$ cat src/rtl/inst_fetch_ctrl_pkg.sv
// Shared constants and fetch state encoding for the instruction fetch controller.
package inst_fetch_ctrl_pkg;

  localparam logic [31:0] IF_RESET_PC = 32'hbfc00000;
  localparam logic [31:0] INST_NOP    = 32'h0000_0000;

  typedef enum logic [2:0] {
    S_IDLE   = 3'd0,
    S_ADDR   = 3'd1,
    S_DATA   = 3'd2,
    S_HOLD   = 3'd3,
    S_CANCEL = 3'd4
  } fetchState_e;

  function automatic logic isMisaligned(input logic [1:0] lowBits);
    return lowBits != 2'b00;
  endfunction

endpackage

$ cat src/rtl/inst_fetch_ctrl_if.sv
// Fetch-side bundle: PC register handshake, SRAM-like instruction port and IF/ID outputs.
interface inst_fetch_ctrl_if #(parameter int WIDTH = 32);

  logic [WIDTH-1:0] pc;
  logic             pc_en;
  logic             flush;
  logic             id_stall;
  logic             inst_req;
  logic [WIDTH-1:0] inst_addr;
  logic             inst_addr_ok;
  logic             inst_data_ok;
  logic [WIDTH-1:0] inst_rdata;
  logic             if_valid;
  logic [WIDTH-1:0] if_pc;
  logic [WIDTH-1:0] if_inst;
  logic             if_adel;

  modport master (
    input  pc, flush, id_stall, inst_addr_ok, inst_data_ok, inst_rdata,
    output pc_en, inst_req, inst_addr, if_valid, if_pc, if_inst, if_adel
  );

  modport slave (
    output pc, flush, id_stall, inst_addr_ok, inst_data_ok, inst_rdata,
    input  pc_en, inst_req, inst_addr, if_valid, if_pc, if_inst, if_adel
  );

endinterface

$ cat src/rtl/inst_fetch_ctrl.sv
// Instruction fetch controller: one memory transaction per instruction, delivers {pc, inst}
// to decode and pulses pc_en to advance the PC register.
module inst_fetch_ctrl
  import inst_fetch_ctrl_pkg::*;
#(
  parameter int               WIDTH    = 32,
  parameter logic [WIDTH-1:0] RESET_PC = WIDTH'(IF_RESET_PC)
) (
  input logic               clk,
  input logic               rst,
  inst_fetch_ctrl_if.master bus
);

  fetchState_e      r_state;
  logic [WIDTH-1:0] r_addrQ;
  logic             r_cancelQ;
  logic             r_ifValid;
  logic [WIDTH-1:0] r_ifPc;
  logic [WIDTH-1:0] r_ifInst;
  logic             r_ifAdel;
  logic             w_misaligned;

  assign w_misaligned = isMisaligned(bus.pc[1:0]);

  // A flush while the request is still unaccepted is remembered in r_cancelQ so the
  // request can finish its handshake and its data be discarded in CANCEL.
  always_ff @(posedge clk) begin
    if (rst) begin
      r_state   <= S_IDLE;
      r_addrQ   <= RESET_PC;
      r_cancelQ <= 1'b0;
      r_ifValid <= 1'b0;
      r_ifPc    <= RESET_PC;
      r_ifInst  <= WIDTH'(INST_NOP);
      r_ifAdel  <= 1'b0;
    end else begin
      case (r_state)
        S_IDLE: begin
          if (!bus.flush) begin
            if (w_misaligned) begin
              r_state   <= S_HOLD;
              r_ifValid <= 1'b1;
              r_ifAdel  <= 1'b1;
              r_ifPc    <= bus.pc;
              r_ifInst  <= WIDTH'(INST_NOP);
            end else begin
              r_addrQ <= bus.pc;
              r_state <= S_ADDR;
            end
          end
        end
        S_ADDR: begin
          if (bus.inst_addr_ok) begin
            if (bus.flush || r_cancelQ) begin
              r_state   <= S_CANCEL;
              r_cancelQ <= 1'b0;
            end else begin
              r_state <= S_DATA;
            end
          end else if (bus.flush) begin
            r_cancelQ <= 1'b1;
          end
        end
        S_DATA: begin
          if (bus.inst_data_ok) begin
            if (bus.flush) begin
              r_state <= S_IDLE;
            end else begin
              r_state   <= S_HOLD;
              r_ifInst  <= bus.inst_rdata;
              r_ifPc    <= r_addrQ;
              r_ifValid <= 1'b1;
              r_ifAdel  <= 1'b0;
            end
          end else if (bus.flush) begin
            r_state <= S_CANCEL;
          end
        end
        S_CANCEL: begin
          if (bus.inst_data_ok) begin
            r_state <= S_IDLE;
          end
        end
        S_HOLD: begin
          if (bus.flush || !bus.id_stall) begin
            r_state   <= S_IDLE;
            r_ifValid <= 1'b0;
          end
        end
        default: r_state <= S_IDLE;
      endcase
    end
  end

  assign bus.inst_req  = (r_state == S_ADDR);
  assign bus.inst_addr = r_addrQ;
  assign bus.pc_en     = (r_state == S_HOLD) && !bus.id_stall && !bus.flush;
  assign bus.if_valid  = r_ifValid;
  assign bus.if_pc     = r_ifPc;
  assign bus.if_inst   = r_ifInst;
  assign bus.if_adel   = r_ifAdel;

endmodule
$ cat src/flat_wrapper.sv
// flat-port wrapper written by rule: the top's interface ports become plain ports
module inst_fetch_ctrl_flat import inst_fetch_ctrl_pkg::*;
#(
  parameter int               WIDTH    = 32,
  parameter logic [WIDTH-1:0] RESET_PC = WIDTH'(IF_RESET_PC)
)
  (clk, rst, bus_pc, bus_flush, bus_id_stall, bus_inst_addr_ok, bus_inst_data_ok, bus_inst_rdata, bus_pc_en, bus_inst_req, bus_inst_addr, bus_if_valid, bus_if_pc, bus_if_inst, bus_if_adel);
  inst_fetch_ctrl_if #(.WIDTH(WIDTH)) bus_i ();
  input logic clk;
  input logic rst;
  input wire logic [$bits(bus_i.pc)-1:0] bus_pc;
  input wire logic [$bits(bus_i.flush)-1:0] bus_flush;
  input wire logic [$bits(bus_i.id_stall)-1:0] bus_id_stall;
  input wire logic [$bits(bus_i.inst_addr_ok)-1:0] bus_inst_addr_ok;
  input wire logic [$bits(bus_i.inst_data_ok)-1:0] bus_inst_data_ok;
  input wire logic [$bits(bus_i.inst_rdata)-1:0] bus_inst_rdata;
  output wire logic [$bits(bus_i.pc_en)-1:0] bus_pc_en;
  output wire logic [$bits(bus_i.inst_req)-1:0] bus_inst_req;
  output wire logic [$bits(bus_i.inst_addr)-1:0] bus_inst_addr;
  output wire logic [$bits(bus_i.if_valid)-1:0] bus_if_valid;
  output wire logic [$bits(bus_i.if_pc)-1:0] bus_if_pc;
  output wire logic [$bits(bus_i.if_inst)-1:0] bus_if_inst;
  output wire logic [$bits(bus_i.if_adel)-1:0] bus_if_adel;
  assign bus_i.pc = bus_pc;
  assign bus_i.flush = bus_flush;
  assign bus_i.id_stall = bus_id_stall;
  assign bus_i.inst_addr_ok = bus_inst_addr_ok;
  assign bus_i.inst_data_ok = bus_inst_data_ok;
  assign bus_i.inst_rdata = bus_inst_rdata;
  assign bus_pc_en = bus_i.pc_en;
  assign bus_inst_req = bus_i.inst_req;
  assign bus_inst_addr = bus_i.inst_addr;
  assign bus_if_valid = bus_i.if_valid;
  assign bus_if_pc = bus_i.if_pc;
  assign bus_if_inst = bus_i.if_inst;
  assign bus_if_adel = bus_i.if_adel;
  inst_fetch_ctrl #(.WIDTH(WIDTH), .RESET_PC(RESET_PC)) u_core (.clk(clk), .rst(rst), .bus(bus_i));
endmodule
$ cat config.mk
export PLATFORM = sky130hd
export DESIGN_NAME = inst_fetch_ctrl_flat
export DESIGN_NICKNAME = d
export VERILOG_FILES = /design/src/rtl/inst_fetch_ctrl_pkg.sv /design/src/rtl/inst_fetch_ctrl_if.sv /design/src/rtl/inst_fetch_ctrl.sv /design/src/flat_wrapper.sv
export SDC_FILE = /design/constraint.sdc
export NUM_CORES = 1
export LEC_CHECK = 0
export CORE_ASPECT_RATIO = 1.1
export CORE_UTILIZATION = 30
export CTS_BUF_LIST = sky130_fd_sc_hd__clkbuf_16
export CTS_CLUSTER_SIZE = 40
export DETAILED_ROUTE_END_ITERATION = 8
export PLACE_DENSITY = 0.57
export SLEW_MARGIN = 10
export SYNTH_ARGS = -nofsm -noshare
export SYNTH_HDL_FRONTEND = slang
export SYNTH_SLANG_ARGS = --single-unit
$ cat constraint.sdc
create_clock -name clk -period 4.2 [get_ports clk]
set_input_delay 1.05 -clock clk [delete_from_list [all_inputs] [get_ports clk]]
set_output_delay 1.05 -clock clk [all_outputs]
set_load 0.05 [all_outputs]
==> results_dict.tcl <==
set metrics [dict create \
    status "complete, no violations" \
    arrival_ns 2.50 \
    required_ns 3.15 \
    synth_top_cells_by_area "dfxtp_1, nand2_1, mux2i_1" \
    fin_crit_sh_pct 84.6 \
    crit_path_frequent_cell "clkdlybuf4s50_1" \
    setup_ws_ns 0.646 \
    setup_tns_ns 0 \
    cts_setup_buffers 0 \
    port-buffer-count 169 \
    relSlewSlack_pct 32.7 \
    finalNetCount 688 \
    reg2reg_setup_slack_ns 1.98 \
    synth_area_um2 4030 \
    syn_avg_cell_area_um2 8.55 \
    yosysTopAreaCellShare_pct 50.7 \
    synth_cell_types 31 \
    cp_slowest_stage_delay_ns 0.83 \
    syn_nets 541 \
    power.density_nw_per_um2 506 \
    cts_hold_buf 0 \
    fillers 1304 \
    ant_nets 0 \
    timing.rr.start "u_core.r_state[1]$_SDFFE_PP0P_" \
    overflow 0 \
    drt_iter0_drc 260 \
    cts_tree "built" \
    power_switching_share_pct 36.3 \
    clock_path_buffers 2 \
    met3_length_um 824 \
    cts.sinks 102 \
    critPathLaunchType "input port" \
    routed.top_layer "met4" \
    rows 44 \
    ir_drop_mv 0.203 \
    finalMaxSlewViolations 0 \
    skew_ns 0.00476 \
    clkLatencyLatePin_ns 0.34 \
    synth_top_area_cell "dfxtp_1" \
    critical_path_buf_inv_count 2 \
    rsz0062_at_grt "false" \
    worst_slew_pin_slew_ns 1.01 \
    clkPwrFrac_pct 28.1 \
    synthCells 471 \
    first_pass_iters 4 \
    holdCritStartpoint "u_core.bus.if_inst[19]$_SDFFE_PP0P_" \
    postRouteWirelength_mm 11.8 \
    pre_cts_slack_ns 0.663 \
    die_h_um 124 \
    post_cts_resized 0 \
    stdcell_count 783 \
    endpoint_kind "output pin" \
    seqPwrFrac_pct 37.0 \
    hold_path.class "flop to flop" \
    start_util_pct 30.6 \
    r2r_end "u_core.bus.if_pc[11]$_SDFFE_PP0P_" \
    final_hold_viol_count 0 \
    grt_max_degree 81 \
    path_cells "clkdlybuf4s50_1, nor3_1, clkdlybuf4s50_1" \
    met1_length_mm 5.50 \
    drive_gt1_share_pct 4.34 \
    path_clk_slew_ns 0.06 \
    ctsHtreeMaxLevel 3 \
    num_vias 3768 \
    grtUsageTotal_pct 17.1 \
    yosys_warnings 0 \
    areaGrowthSynthToFinish_pct 51.8 \
    vias_per_cell 4.81 \
    r2r_cells 4 \
    wire_per_inst_um 15.0 \
    io_pins 170 \
    core_um2 13200 \
    ys_seq_area_share_pct 50.7 \
    finalSetupViolCount 0 \
    intPower_w 0.00197 \
    combPwrFrac_pct 34.9 \
    n_antenna_cell 0 \
    die_x_um 112 \
    p_sw_w 0.00112 \
    numCtsBuffers 9 \
    dp_cells 768 \
    crit_type "input port to output pin" \
    period_minus_slack_ns 3.55 \
    clock.fmax_mhz 281 \
    path_max_fanout 2 \
    whs_path_depth 2 \
    leakagePower_nw 2.18 \
    place_congestion 0.706 \
    grt_pass1_vias 3484 \
    drv_cap 0 \
    holdPathEnd "u_core.bus.if_inst[19]$_SDFFE_PP0P_" \
    dieArea_um2 13900 \
    route.detailed.drc 0 \
    critical_path.slowest_cell "clkdlybuf4s50_1" \
    antenna_found_initial 0 \
    dp_hpwl_mm 7.76 \
    path_delay_family "buffers and inverters" \
    cts_root_buf "clkbuf_16" \
    route.met2.wl_mm 5.33 \
    yosys_register_bits 102 \
    grt_first_pass_wirelength_mm 18.2 \
]
-- registers in the layout, indices dropped and copies added (netlist names) --
name and cells:
u_core.bus.if_inst 32, u_core.bus.if_pc 32, u_core.bus.inst_addr 32, u_core.r_state 3, u_core.bus.if_adel 1, u_core.bus.if_valid 1
u_core.r_cancelQ 1
-- through the flow --
step	util [%]	area, um^2	total power (W)	hold WS [ns]
finish	46.5	6120	0.00310	0.448
global route	46.5	6120	0.00326	0.470
CTS	46.5	6120	0.00314	0.453
detailed placement	44.2	5810	0.00226	0.444
global placement	44.2	5810	0.00225	0.437
floorplan	-	4030	0.00190	0.495
-- worst reg2reg max path, cell delays in order (launching register included) --
cell and delay, ns:
dfxtp_1 0.66, nor3b_4 0.52, buf_4 0.52, mux2i_1 0.27, a211oi_1 0.09
-- worst max-delay path by stage --
stage	slack, ns	cells past startpoint	endpoint	from
floorplan	0.80	2	bus_pc_en	bus_flush
global placement	0.65	3	bus_pc_en	bus_flush
detailed placement	0.66	3	bus_pc_en	bus_flush
CTS	0.64	3	bus_pc_en	bus_flush
global route	0.53	3	bus_pc_en	bus_flush
finish	0.65	3	bus_pc_en	bus_flush
-- cell usage after synthesis, drive strengths merged --
library cell and count:
a211oi 24, a21oi 58, and2 1, and3 2, and3b 1, buf 19
clkbuf 23, dfxtp 102, inv 3, mux2i 32, nand2 105, nand2b 2
nand3 41, nand3b 1, nand4b 1, nor2 25, nor2b 3, nor3 4
nor3b 3, o211a 1, o211ai 9, o21ai 4, o221a 1, o22ai 1
o311a 2, o311ai 2, or3 1
-- area by class of cell --
class                      instances  area (um^2)  area share [%]
clock buffer                       9          225            3.68
multi-input combinational        324         1800            29.5
clock inverter                     6         80.1            1.31
sequential                       102         2040            33.4
timing repair buffer             178         1750            28.7
inverter                           3         11.3           0.184
tap                              161          201            3.29
-- power groups by stage --
stage	Clock [W]	Combinational [W]	Sequential, W
6_report	0.000869	0.00108	0.00115
5_1_grt	0.000942	0.00115	0.00116
3_5_place_dp	0	0.00109	0.00117
4_1_cts	0.000901	0.00109	0.00115
2_1_floorplan	0	0.000424	0.00147
3_3_place_gp	0	0.00108	0.00116
-- cell families after synthesis --
logic type	share of synthesized area, %
buffers and inverters	5.19
AND/OR/NAND/NOR	20.7
flip-flops	50.7
multiplexers	7.95
AO/OA/AOI/OAI	15.5
-- cell usage in the layout (no fill, tap or decap), drive strengths merged, types with 3 or more instances in the layout --
cell type and count:
clkbuf 9, nor3b 3, nand2 105, a211oi 24
o211ai 9, nor3 4, nand3 41, inv 5
clkdlybuf4s50 168, dfxtp 102, nor2b 3, o21ai 4
buf 10, mux2i 32, nor2 25, a21oi 58
-- routing by layer --
metal	global-route usage [%]	up-vias
met5	0	-
met4	7.08	0
met3	5.44	7
met2	27.0	122
met1	21.6	1720
li1	-	1919
Power figures use the tool's default switching activity.
